--- config.mk ---
export PLATFORM = sky130hd
export DESIGN_NAME = reservation_station_flat
export DESIGN_NICKNAME = d
export VERILOG_FILES = /design/src/rtl/reservation_station_pkg.sv /design/src/rtl/reservation_station_if.sv /design/src/rtl/reservation_station_select.sv /design/src/rtl/reservation_station.sv /design/src/flat_wrapper.sv
export SDC_FILE = /design/constraint.sdc
export NUM_CORES = 1
export LEC_CHECK = 0
export CAP_MARGIN = 20
export CELL_PAD_IN_SITES_DETAIL_PLACEMENT = 0
export CELL_PAD_IN_SITES_GLOBAL_PLACEMENT = 2
export CORE_MARGIN = 5
export CORE_UTILIZATION = 35
export CTS_CLUSTER_DIAMETER = 30
export DETAILED_ROUTE_END_ITERATION = 6
export PLACE_DENSITY_LB_ADDON = 0.25
export SLEW_MARGIN = 20
export SYNTH_ARGS = -nofsm -noshare
export SYNTH_HDL_FRONTEND = slang
export SYNTH_SLANG_ARGS = --single-unit
--- constraint.sdc ---
create_clock -name clk -period 4.68 [get_ports clk]
set_input_delay 0.936 -clock clk [delete_from_list [all_inputs] [get_ports clk]]
set_output_delay 0.936 -clock clk [all_outputs]
set_load 0.05 [all_outputs]
--- src/rtl/reservation_station_pkg.sv ---
// reservation_station_pkg: shared widths and entry type; RS_AGE_PRIORITY_EN adds a per-entry age rank
`ifndef OP_TYPE_WIDTH
`define OP_TYPE_WIDTH 6
`endif
`ifndef INST_TAG_WIDTH
`define INST_TAG_WIDTH 5
`endif
`ifndef COMMON_LENGTH
`define COMMON_LENGTH 32
`endif
`ifndef EX_UNIT_NUM_WIDTH
`define EX_UNIT_NUM_WIDTH 2
`endif
package reservation_station_pkg;
  localparam int OP_W = `OP_TYPE_WIDTH;
  localparam int TAG_W = `INST_TAG_WIDTH;
  localparam int DATA_W = `COMMON_LENGTH;
  localparam int EXU_W = `EX_UNIT_NUM_WIDTH;
  localparam int RS_ENTRY_NUM = 4;
  localparam int ENTRY_IDX_W = $clog2(RS_ENTRY_NUM);
  typedef struct packed {
    logic valid;
    logic [OP_W-1:0] op;
    logic [1:2][TAG_W-1:0] tag;
    logic [1:2][DATA_W-1:0] val;
    logic [TAG_W-1:0] target;
`ifdef RS_AGE_PRIORITY_EN
    logic [ENTRY_IDX_W-1:0] age;
`endif
  } rs_entry_t;
endpackage

--- src/rtl/reservation_station_if.sv ---
// reservation_station_if: dispatch, write-back broadcast and issue signals of a reservation station
interface reservation_station_if;
  import reservation_station_pkg::*;
  logic in_valid;
  logic [EXU_W-1:0] in_ex_unit;
  logic [OP_W-1:0] in_op, issue_op;
  logic [TAG_W-1:0] in_tag1, in_tag2, in_target, cdb_tag, issue_target;
  logic [DATA_W-1:0] in_val1, in_val2, cdb_val, issue_val1, issue_val2;
  logic full, cdb_valid, issue_valid, issue_ready;
  modport master (
    output in_valid, in_ex_unit, in_op, in_tag1, in_tag2, in_val1, in_val2, in_target,
    output cdb_valid, cdb_tag, cdb_val, issue_ready,
    input full, issue_valid, issue_op, issue_val1, issue_val2, issue_target
  );
  modport slave (
    input in_valid, in_ex_unit, in_op, in_tag1, in_tag2, in_val1, in_val2, in_target,
    input cdb_valid, cdb_tag, cdb_val, issue_ready,
    output full, issue_valid, issue_op, issue_val1, issue_val2, issue_target
  );
endinterface

--- src/rtl/reservation_station_select.sv ---
// rs_select: picks one ready entry (lowest index, or smallest age rank with RS_AGE_PRIORITY_EN)
module rs_select #(
  parameter int N = 4,
  parameter int IW = 2
) (
  input logic [N-1:0] ready,
`ifdef RS_AGE_PRIORITY_EN
  input logic [N-1:0][IW-1:0] age,
`endif
  output logic [N-1:0] gnt,
  output logic [IW-1:0] idx,
  output logic any
);
  logic found;
`ifdef RS_AGE_PRIORITY_EN
  logic [IW-1:0] best;
`endif
  always_comb begin
    idx = '0;
    found = 1'b0;
`ifdef RS_AGE_PRIORITY_EN
    best = '0;
    for (int i = 0; i < N; i++)
      if (ready[i] && (!found || age[i] < best)) begin
        idx = IW'(i);
        best = age[i];
        found = 1'b1;
      end
`else
    for (int i = 0; i < N; i++)
      if (ready[i] && !found) begin
        idx = IW'(i);
        found = 1'b1;
      end
`endif
  end
  assign any = |ready;
  assign gnt = any ? (N'(1) << idx) : '0;
endmodule

--- src/rtl/reservation_station.sv ---
// reservation_station: per-unit operand-capture queue with CDB wakeup; RS_AGE_PRIORITY_EN issues oldest ready entry
module reservation_station
  import reservation_station_pkg::*;
#(
  parameter int UNIT_ID = 0,
  parameter int ENTRY_NUM = RS_ENTRY_NUM
) (
  input logic clk,
  input logic rst,
  input logic flush,
  reservation_station_if.slave bus
);
  localparam int IW = $clog2(ENTRY_NUM);
  rs_entry_t ent [ENTRY_NUM];
  rs_entry_t new_ent;
  logic [ENTRY_NUM-1:0] v, rdy, gnt;
  logic [IW-1:0] alloc_idx, sel_idx;
  logic any_rdy, accept, fire, cdb_hit, byp1, byp2;
`ifdef RS_AGE_PRIORITY_EN
  logic [ENTRY_NUM-1:0][IW-1:0] ages;
  logic [IW:0] occ;
`endif
  for (genvar g = 0; g < ENTRY_NUM; g++) begin : g_ent
    assign v[g] = ent[g].valid;
    assign rdy[g] = ent[g].valid && ent[g].tag[1] == '0 && ent[g].tag[2] == '0;
`ifdef RS_AGE_PRIORITY_EN
    assign ages[g] = ent[g].age;
`endif
  end
  assign bus.full = &v;
  assign cdb_hit = bus.cdb_valid && bus.cdb_tag != '0;
  assign accept = bus.in_valid && bus.in_ex_unit == EXU_W'(UNIT_ID) && bus.in_target != '0 && !(&v);
  assign fire = any_rdy && bus.issue_ready;
  assign byp1 = cdb_hit && bus.in_tag1 == bus.cdb_tag;
  assign byp2 = cdb_hit && bus.in_tag2 == bus.cdb_tag;
  always_comb begin
    alloc_idx = '0;
    for (int i = ENTRY_NUM - 1; i >= 0; i--)
      if (!v[i]) alloc_idx = IW'(i);
  end
`ifdef RS_AGE_PRIORITY_EN
  always_comb begin
    occ = '0;
    for (int i = 0; i < ENTRY_NUM; i++)
      occ = occ + (IW+1)'(v[i]);
  end
`endif
  always_comb begin
    new_ent = '0;
    new_ent.valid = 1'b1;
    new_ent.op = bus.in_op;
    new_ent.tag[1] = byp1 ? '0 : bus.in_tag1;
    new_ent.tag[2] = byp2 ? '0 : bus.in_tag2;
    new_ent.val[1] = byp1 ? bus.cdb_val : bus.in_val1;
    new_ent.val[2] = byp2 ? bus.cdb_val : bus.in_val2;
    new_ent.target = bus.in_target;
`ifdef RS_AGE_PRIORITY_EN
    new_ent.age = IW'(occ - (IW+1)'(fire));
`endif
  end
  rs_select #(.N(ENTRY_NUM), .IW(IW)) u_sel (
    .ready(rdy),
`ifdef RS_AGE_PRIORITY_EN
    .age(ages),
`endif
    .gnt(gnt),
    .idx(sel_idx),
    .any(any_rdy)
  );
  assign bus.issue_valid = any_rdy;
  assign bus.issue_op = any_rdy ? ent[sel_idx].op : '0;
  assign bus.issue_val1 = any_rdy ? ent[sel_idx].val[1] : '0;
  assign bus.issue_val2 = any_rdy ? ent[sel_idx].val[2] : '0;
  assign bus.issue_target = any_rdy ? ent[sel_idx].target : '0;
  // the allocated slot is always a free one, so it never collides with the issuing entry
  always_ff @(posedge clk) begin
    if (!rst) begin
      for (int i = 0; i < ENTRY_NUM; i++) ent[i] <= '0;
    end else if (flush) begin
      for (int i = 0; i < ENTRY_NUM; i++) ent[i].valid <= 1'b0;
    end else begin
      for (int i = 0; i < ENTRY_NUM; i++) begin
        if (cdb_hit && ent[i].tag[1] == bus.cdb_tag) begin
          ent[i].tag[1] <= '0;
          ent[i].val[1] <= bus.cdb_val;
        end
        if (cdb_hit && ent[i].tag[2] == bus.cdb_tag) begin
          ent[i].tag[2] <= '0;
          ent[i].val[2] <= bus.cdb_val;
        end
        if (fire && gnt[i]) ent[i].valid <= 1'b0;
`ifdef RS_AGE_PRIORITY_EN
        if (fire && ent[i].valid && ent[i].age > ent[sel_idx].age) ent[i].age <= ent[i].age - 1'b1;
`endif
        if (accept && alloc_idx == IW'(i)) ent[i] <= new_ent;
      end
    end
  end
endmodule

--- src/flat_wrapper.sv ---
// flat-port wrapper written by rule: the top's interface ports become plain ports
module reservation_station_flat import reservation_station_pkg::*;
#(
  parameter int UNIT_ID = 0,
  parameter int ENTRY_NUM = RS_ENTRY_NUM
)
  (clk, rst, flush, bus_in_valid, bus_in_ex_unit, bus_in_op, bus_in_tag1, bus_in_tag2, bus_in_val1, bus_in_val2, bus_in_target, bus_cdb_valid, bus_cdb_tag, bus_cdb_val, bus_issue_ready, bus_full, bus_issue_valid, bus_issue_op, bus_issue_val1, bus_issue_val2, bus_issue_target);
  reservation_station_if bus_i ();
  input logic clk;
  input logic rst;
  input logic flush;
  input wire logic [$bits(bus_i.in_valid)-1:0] bus_in_valid;
  input wire logic [$bits(bus_i.in_ex_unit)-1:0] bus_in_ex_unit;
  input wire logic [$bits(bus_i.in_op)-1:0] bus_in_op;
  input wire logic [$bits(bus_i.in_tag1)-1:0] bus_in_tag1;
  input wire logic [$bits(bus_i.in_tag2)-1:0] bus_in_tag2;
  input wire logic [$bits(bus_i.in_val1)-1:0] bus_in_val1;
  input wire logic [$bits(bus_i.in_val2)-1:0] bus_in_val2;
  input wire logic [$bits(bus_i.in_target)-1:0] bus_in_target;
  input wire logic [$bits(bus_i.cdb_valid)-1:0] bus_cdb_valid;
  input wire logic [$bits(bus_i.cdb_tag)-1:0] bus_cdb_tag;
  input wire logic [$bits(bus_i.cdb_val)-1:0] bus_cdb_val;
  input wire logic [$bits(bus_i.issue_ready)-1:0] bus_issue_ready;
  output wire logic [$bits(bus_i.full)-1:0] bus_full;
  output wire logic [$bits(bus_i.issue_valid)-1:0] bus_issue_valid;
  output wire logic [$bits(bus_i.issue_op)-1:0] bus_issue_op;
  output wire logic [$bits(bus_i.issue_val1)-1:0] bus_issue_val1;
  output wire logic [$bits(bus_i.issue_val2)-1:0] bus_issue_val2;
  output wire logic [$bits(bus_i.issue_target)-1:0] bus_issue_target;
  assign bus_i.in_valid = bus_in_valid;
  assign bus_i.in_ex_unit = bus_in_ex_unit;
  assign bus_i.in_op = bus_in_op;
  assign bus_i.in_tag1 = bus_in_tag1;
  assign bus_i.in_tag2 = bus_in_tag2;
  assign bus_i.in_val1 = bus_in_val1;
  assign bus_i.in_val2 = bus_in_val2;
  assign bus_i.in_target = bus_in_target;
  assign bus_i.cdb_valid = bus_cdb_valid;
  assign bus_i.cdb_tag = bus_cdb_tag;
  assign bus_i.cdb_val = bus_cdb_val;
  assign bus_i.issue_ready = bus_issue_ready;
  assign bus_full = bus_i.full;
  assign bus_issue_valid = bus_i.issue_valid;
  assign bus_issue_op = bus_i.issue_op;
  assign bus_issue_val1 = bus_i.issue_val1;
  assign bus_issue_val2 = bus_i.issue_val2;
  assign bus_issue_target = bus_i.issue_target;
  reservation_station #(.UNIT_ID(UNIT_ID), .ENTRY_NUM(ENTRY_NUM)) u_core (.clk(clk), .rst(rst), .flush(flush), .bus(bus_i));
endmodule
---- Yosys cells after proc, flatten, opt, wreduce, memory -nomap -nowiden ----
Memories as Yosys holds them, arrays and structs flattened.
Index checks and enable logic that the tools add are counted.
operators by class
  equality and inequality tests ........... 13
  shifts and indexed selects .............. 1
  mux-type cells .......................... 139
  bitwise gates (word level) .............. 52
  reductions and logical operators ........ 52
operators by type and width
  kind                   count
  $mux W32               20
  $mux W5                23
  $mux W1                84
  $or A1 B1 Y1           52
  $eq A5 B5 Y1           10
  $logic_not A5 Y1       8
  $logic_and A1 B1 Y1    34
  $mux W6                5
  $mux W2                6
  $reduce_bool A5 Y1     2
  $eq A2 B2 Y1 const B   2
  $logic_not A1 Y1       4
  $logic_not A2 Y1       2
  $mux W4                1
  $reduce_and A4 Y1      1
  $reduce_or A4 Y1       1
  $shl A1 B2 Y4 const A  1
  $eq A2 B1 Y1 const B   1
word-level totals
  register bits after elaboration ......... 0
  memory bits (writable) .................. 344
  bits of input ports ..................... 130
  logic and storage cells ................. 258
  memories ................................ 1
memory list
  memory      words  width  rd ports  clocked after Yosys merged registers in  write ports  RTL line                   text
  u_core.ent  4      86     5         0                                        4            reservation_station.sv:14  rs_entry_t ent [ENTRY_NUM];

---- Logic depth before layout (Yosys ltp) ----
Gate-level depths: netlist of the first run.
An unclocked memory read counts as a cell.
  depth in word-level cells ............... 23
  depth in mapped cells ................... 10
  gate-level depth less buffers ........... 6

---- Hierarchy ----
Synthesis of the first run repeated with hierarchy kept, for this count alone.
second synthesis, totals
  cell total of the unflattened synthesis .. 1378
  area, all modules ....................... 17496.8 µm²
by module, submodules not included
  module               times used  cells each  area each (µm²)  seq. area each (µm²)
  reservation_station  1           1367        17436.7          10279.9
  rs_select            1           11          60.1             0.0

---- Least setup slack after synthesis of the first run ----
Ideal clock, no wire load.
  path kind ............................... input port to flip-flop
  start point ............................. input bus_cdb_tag[2]
  end point ............................... memory u_core.ent[0][10] (netlist name) (enable)
  library setup time ...................... 483 ps
  data arrival time ....................... 4217 ps
  data required time ...................... 4197 ps
  path slack .............................. -19 ps
  stages on the path ...................... 5
  buffers on the path ..................... 1
  cell sequence ........................... buf_2 -> xor2_1 -> nor3_1 -> nand3_1 -> o21ai_0
RTL lines
  item             RTL line                   text
  start, declared  flat_wrapper.sv:21         input wire logic [$bits(bus_i.cdb_tag)-1:0] bus_cdb_tag;
  end, declared    reservation_station.sv:14

==> results of run 1 <==
[worst paths after layout]
check | from | endpoint | depth (start not counted) | slack, ns
hold / removal | u_core.ent[0][78] | u_core.ent[0][78] | 1 | 0.52
hold reg to reg | u_core.ent[0][78] | u_core.ent[0][78] | 1 | 0.52
setup reg to reg | u_core.ent[0][85] | u_core.ent[3][41] | 7 | 1.69
setup / recovery | u_core.ent[2][69] | bus_issue_val2[26] | 6 | 0.15
[per-layer routing]
layer,part of all wire,global-route usage
met1,0.43,0.3151
met2,0.48,0.3767
met3,0.069,0.04185
met4,0.022,0.07347
met5,0.00011,0
[logic make-up (layout without fill, tap and decap cells)]
kind of cell / after synthesis / in the layout / synth area share
AND/OR/NAND/NOR: 214 / 214 / 0.06388
flip-flops: 344 / 344 / 0.5904
buffers and inverters: 178 / 440 / 0.04477
other: 0 / 1 / 0
multiplexers: 132 / 132 / 0.07588
AO/OA/AOI/OAI: 516 / 516 / 0.1999
XOR/XNOR: 50 / 50 / 0.02515
[Yosys cell counts (all sizes together), types with 4 or more instances]
library cell / n
nand2: 6
a22o: 133
nor3b: 5
o21ai: 4
inv: 7
and2: 41
and3: 23
clkbuf: 111
o22ai: 75
nand3: 19
nor4: 4
nand4: 6
a21o: 4
nor3: 15
a21oi: 205
xnor2: 16
nor4b: 4
xor2: 34
buf: 60
a22oi: 71
mux2i: 132
nor2: 80
a21boi: 11
edfxtp: 339
dfxtp: 5
[cell type report]
class / count / area, µm²
Multi-Input combinational cell: 912 / 6593
Inverter: 7 / 26.28
Antenna cell: 1 / 2.502
Clock buffer: 110 / 2370
Fill cell: 4433 / 25620
Tap cell: 664 / 830.8
Timing Repair Buffer: 270 / 2805
Sequential cell: 344 / 10280
Clock inverter: 53 / 520.5
[through the flow]
step	setup slack, ns	area, µm²	utilization
2_1_floorplan	0.9791	17410	-
3_3_place_gp	0.4554	20570	0.4194
3_5_place_dp	0.4622	20570	0.4194
4_1_cts	0.004591	23400	0.4770
5_1_grt	0.001106	23430	0.4776
6_report	0.1550	23430	0.4776
[layout by cell type, fill, tap and decap left out, types with 4 or more instances in the layout]
| cell | synthesis | final |
|---|---|---|
| edfxtp_1 | 339 | 339 |
| a21oi_1 | 195 | 195 |
| clkdlybuf4s50_1 | 0 | 137 |
| a22o_1 | 133 | 133 |
| mux2i_1 | 132 | 128 |
| clkbuf_16 | 0 | 92 |
| nor2_1 | 80 | 79 |
| o22ai_1 | 75 | 75 |
| a22oi_1 | 71 | 71 |
| dlygate4sd2_1 | 0 | 51 |
| buf_4 | 15 | 43 |
| and2_1 | 39 | 37 |
| xor2_1 | 34 | 34 |
| buf_12 | 0 | 25 |
| and3_1 | 23 | 20 |
| clkbuf_1 | 111 | 18 |
| xnor2_1 | 16 | 16 |
| clkinv_1 | 0 | 16 |
| clkinv_2 | 0 | 15 |
| nor3_1 | 14 | 14 |
| nand3_1 | 19 | 13 |
| a21boi_0 | 11 | 11 |
| dlymetal6s2s_1 | 0 | 11 |
| a21oi_2 | 10 | 10 |
| clkinvlp_4 | 0 | 9 |
| bufinv_16 | 0 | 8 |
| nand2_1 | 6 | 6 |
| nand4_1 | 6 | 6 |
| inv_1 | 6 | 5 |
| nor3b_1 | 5 | 5 |
| dfxtp_1 | 5 | 5 |
| nand3_2 | 0 | 4 |
| a21o_1 | 4 | 4 |
| and2_2 | 0 | 4 |
| mux2i_4 | 0 | 4 |
| nor4_1 | 4 | 4 |
| nor4b_1 | 4 | 4 |
[power by group through the flow]
stage	Clock, W	Sequential [W]	Combinational, W
2_1_floorplan	0	0.00365	0.000321
3_3_place_gp	0	0.00365	0.000660
3_5_place_dp	0	0.00366	0.000667
4_1_cts	0.00590	0.00361	0.000662
5_1_grt	0.00607	0.00362	0.000702
6_report	0.00584	0.00361	0.000660
[what timing repair did]
item | CTS | global route
setup endpoints to repair | 53 | 16
pin swaps | 0 | 0
resized for setup | 53 | 15
setup buffers | 0 | 0
hold buffers | 0 | 0
[worst max-delay path, stage by stage (launching register included)]
cell,delay (ns)
edfxtp_1,0.41
nor4b_1,0.36
and3_4,0.42
nand2b_1,0.22
nand3_4,0.37
o22ai_1,0.35
clkdlybuf4s50_1,0.85
==> flow_metrics.tcl, run 1 <==
set metrics [dict create \
    status "finished clean" \
    p_int_w 0.007791 \
    synthToLayoutAreaGrowth_pct 34.55 \
    grt_pass1_wl_um 93080 \
    maxCapViolations 0 \
    tightest_slew_ns 1.011 \
    drtAntennaViolNets 0 \
    clkTransAtPathRegs_ns 0.04 \
    cts_sinks 344 \
    grt_antenna_before_repair 2 \
    route.vias.total 13650 \
    clock_path_buffers 3 \
    seq_power_share 0.357 \
    grt_pass1_vias 13870 \
    gp_congestion 0.7719 \
    largest_reg_flops 344 \
    setup-tns-final_ns 0 \
    critPathArrivalTime_ns 3.59 \
    via_per_inst 5.780 \
    root_buffer "clkbuf_16" \
    routedWlPerCell_um 27.27 \
    p_clk_frac 0.578 \
    synth-edff-count 339 \
    dp_hpwl_um 37550 \
    synthesis.nets 1564 \
    grt.overflow.total 0 \
    synth_cell_types 48 \
    cts_buffers 89 \
    comb_power_share 0.065 \
    yosys.area.top_type "edfxtp_1" \
    async_flop_share 0 \
    setup_viol 0 \
    p_total_w 0.01011 \
    endpoint_kind "primary output" \
    syn-mean-instance-area_um2 12.14 \
    synth-seq-area-share 0.5904 \
    std_cell_rows 81 \
    syn_inst 1434 \
    synth_seq_cells 344 \
    die_area_um2 54310 \
    dieHeight_um 233.0 \
    largest-register "u_core.ent" \
    ios 207 \
    rsz0062_at_grt "no" \
    p_leak_nw 8.554 \
    worst_ep_required_time_ns 3.74 \
    nets 1754 \
    switching_power_w 0.002318 \
    cp_max_fo 20 \
    worstSetupStartpointType "flop" \
    grt_max_degree 89 \
    route.detailed.drc 0 \
    clock_skew_ns 0.01618 \
    synth_area_leaders "edfxtp_1 (58%), mux2i_1 (7.6%), a22o_1 (6.7%), a21oi_1 (5.6%), a22oi_1 (3.1%)" \
    max-vdd-ir-drop_mv 0.2362 \
    min_path_type "flop to flop" \
    wl_um 64380 \
    final_cells 2361 \
    die_w_um 233.0 \
    post-place-cells 2197 \
    clock_latency_ns 0.60 \
    max_freq_ghz 0.2210 \
    critical_path_class "flop to primary output" \
    finalCritPeriodShare 0.9669 \
    slew_headroom 0.3257 \
    design.core.area_um2 49050 \
    cts_tree "done" \
    power_density_nw_per_um2 431.5 \
    drt_first_pass_iters 5 \
    period_needed_ns 4.525 \
    syn_area_um2 17410 \
    synth_top_area_frac 0.5847 \
    numPortBuffers 206 \
    synth_top_flop_cell "edfxtp_1" \
    drt_iter0_drc 1129 \
    synth_warnings 0 \
    slew_viol_final 0 \
    htreeDepth 3 \
    hold_slack_ns 0.5242 \
    largestRegisters "u_core.ent x344" \
    drive_above_1_share 0.1421 \
    grtUsageTotal 0.2313 \
    initial_core_util 0.3550 \
    swShare 0.2293 \
    hold_viol_final 0 \
]
No activity file was read; power rests on OpenSTA's default activity.
==> inputs of run 2 (changes only) <==
==> constraint.sdc (replaced) <==
create_clock -name clk -period 4.68 [get_ports clk]
set_input_delay 0.936 -clock clk [delete_from_list [all_inputs] [get_ports clk]]
set_output_delay 0.936 -clock clk [all_outputs]
set_load 0.02 [all_outputs]
==> flow_metrics.tcl, run 2 (same netlist as run 1, synthesis figures left out) <==
set metrics [dict create \
    root_buffer "clkbuf_16" \
    grt.overflow.total 0 \
    via_per_inst 5.745 \
    numPortBuffers 206 \
    cp_num_buf_inv 2 \
    wl_um 63210 \
    route.vias.total 13520 \
    drt_first_pass_iters 5 \
    cp_common_cell "nand3_4" \
    cts_sinks 344 \
    switching_power_w 0.002204 \
    cp_slowest_cell "nor4_1" \
    cts_tree "done" \
    setup_viol 0 \
    clock_path_buffers 3 \
    rsz0062_at_grt "no" \
    pre_cts_ws_ns 0.6260 \
    status "finished clean" \
    grt_pass1_wl_um 91690 \
    endpoint_kind "primary output" \
    cp_max_fo 38 \
    cpLargestDelayFamily "simple AND/OR/NAND/NOR gates" \
    finalCritPeriodShare 0.9731 \
    path_depth 6 \
    largest_reg_flops 344 \
    route.detailed.drc 0 \
    critical_path_class "flop to primary output" \
    crit_chain "nor4_1 -> nand3_4 -> nand3_4 -> buf_12 -> o22ai_1 -> clkdlybuf4s50_1" \
    slew_headroom 0.2752 \
    hold_path_depth 1 \
    fin_area_um2 23260 \
    n_fill_cell 4436 \
    swShare 0.2243 \
    htreeDepth 3 \
    largestRegisters "u_core.ent x344" \
    seq_power_share 0.367 \
    final_cell_mix "edfxtp_1 (339), clkdlybuf4s50_1 (206), a21oi_1 (195), a22o_1 (133), mux2i_1 (128)" \
    maxCapViolations 0 \
    grt_max_degree 86 \
    cts_hold_buf 0 \
    p_total_w 0.009826 \
    setup-tns-final_ns 0 \
    max_freq_ghz 0.2196 \
    initial_core_util 0.3550 \
    min_path_type "flop to flop" \
    design.core.area_um2 49050 \
    period_needed_ns 4.554 \
    layout_commonest_cell "edfxtp_1" \
    routedWlPerCell_um 26.86 \
    grt_antenna_before_repair 5 \
    die_area_um2 54310 \
    gp_congestion 0.8126 \
    slew_viol_final 0 \
    critPathArrivalTime_ns 3.62 \
    dp_hpwl_um 37160 \
    dieHeight_um 233.0 \
    power_density_nw_per_um2 422.4 \
    max_stage_delay_ns 0.67 \
    tightest_slew_ns 1.087 \
    drtAntennaViolNets 0 \
    hold_viol_final 0 \
    comb_power_share 0.064 \
    die_w_um 233.0 \
    drt_iter0_drc 915 \
    ios 207 \
    max-vdd-ir-drop_mv 0.2370 \
    p_int_w 0.007622 \
    nets 1751 \
    grt_pass1_vias 13860 \
    cts_setup_buffers 0 \
    reg2reg_depth 7 \
    cts_buffers 85 \
    clock_latency_ns 0.60 \
    setup_ws_ns 0.1258 \
    post_cts_resized 0 \
    worst_ep_required_time_ns 3.74 \
    grtUsageTotal 0.2278 \
    hold_slack_ns 0.5297 \
    largest-register "u_core.ent" \
    clock_skew_ns 0.02318 \
    p_leak_nw 8.037 \
    synthToLayoutAreaGrowth_pct 33.60 \
    drive_above_1_share 0.1376 \
    clkTransAtPathRegs_ns 0.04 \
    p_clk_frac 0.569 \
    place_area_um2 20520 \
    std_cell_rows 81 \
    worstSetupStartpointType "flop" \
]
## run 2: cell types whose count changed in the layout (fill, tap and decap cells not counted), moves of 4 or more
cell             delta
clkdlybuf4s50_1    +69
dlygate4sd2_1      -51
dlymetal6s2s_1     -11
buf_12              -6
clkbuf_1            -6
clkinvlp_4          -6
inv_6               +5
clkbuf_16           -4
## run 2: area by class of cell
type,count,area [µm²],area share
antenna,3,7.507,0.0003227
timing repair buffer,271,2788,0.1198
clock buffer,100,2247,0.09660
clock inverter,52,485.5,0.02087
sequential,344,10280,0.4419
inverter,7,26.28,0.001130
multi-input combinational,912,6598,0.2836
tap,664,830.8,0.03571
## run 2: final timing paths
kind | startpoint | to | slack (ns)
worst min register to register | u_core.ent[0][75] | u_core.ent[0][75] | 0.53
worst max-delay path | u_core.ent[0][74] | bus_issue_val1[10] | 0.13
worst max register to register | u_core.ent[0][74] | u_core.ent[0][2] | 1.68
worst min-delay path | u_core.ent[0][75] | u_core.ent[0][75] | 0.53
## run 2: power by group through the flow
| stage | clock [W] | sequential (W) | combinational [W] |
|---|---|---|---|
| 2_1_floorplan | 0 | 0.00365 | 0.000290 |
| 3_3_place_gp | 0 | 0.00365 | 0.000622 |
| 3_5_place_dp | 0 | 0.00366 | 0.000628 |
| 4_1_cts | 0.00566 | 0.00361 | 0.000631 |
| 5_1_grt | 0.00583 | 0.00362 | 0.000670 |
| 6_report | 0.00559 | 0.00361 | 0.000628 |
## run 2: metal layers
metal  vias to the layer above  wire length [µm]  share of wire  global-route usage
li1                       5996                 -              -                   -
met2                       482             31240           0.49              0.3821
met4                         4              1091          0.017             0.06867
met5                         -                21        0.00033                   0
met3                        87              3745          0.059             0.04491
met1                      6949             27110           0.43              0.2999
## run 2: stage by stage
step | std cells | utilization
6_report | 2353 | 0.4742
5_1_grt | 2352 | 0.4742
4_1_cts | 2350 | 0.4740
3_5_place_dp | 2198 | 0.4183
3_3_place_gp | 2198 | 0.4183
2_1_floorplan | 1434 | -
## run 2: worst register-to-register path, delay by kind of cell (launching register included)
family	cells	cell delay, ns
compound gates	3	0.68
buf+inv	2	0.62
flops	1	0.33
simple gates	2	1.17
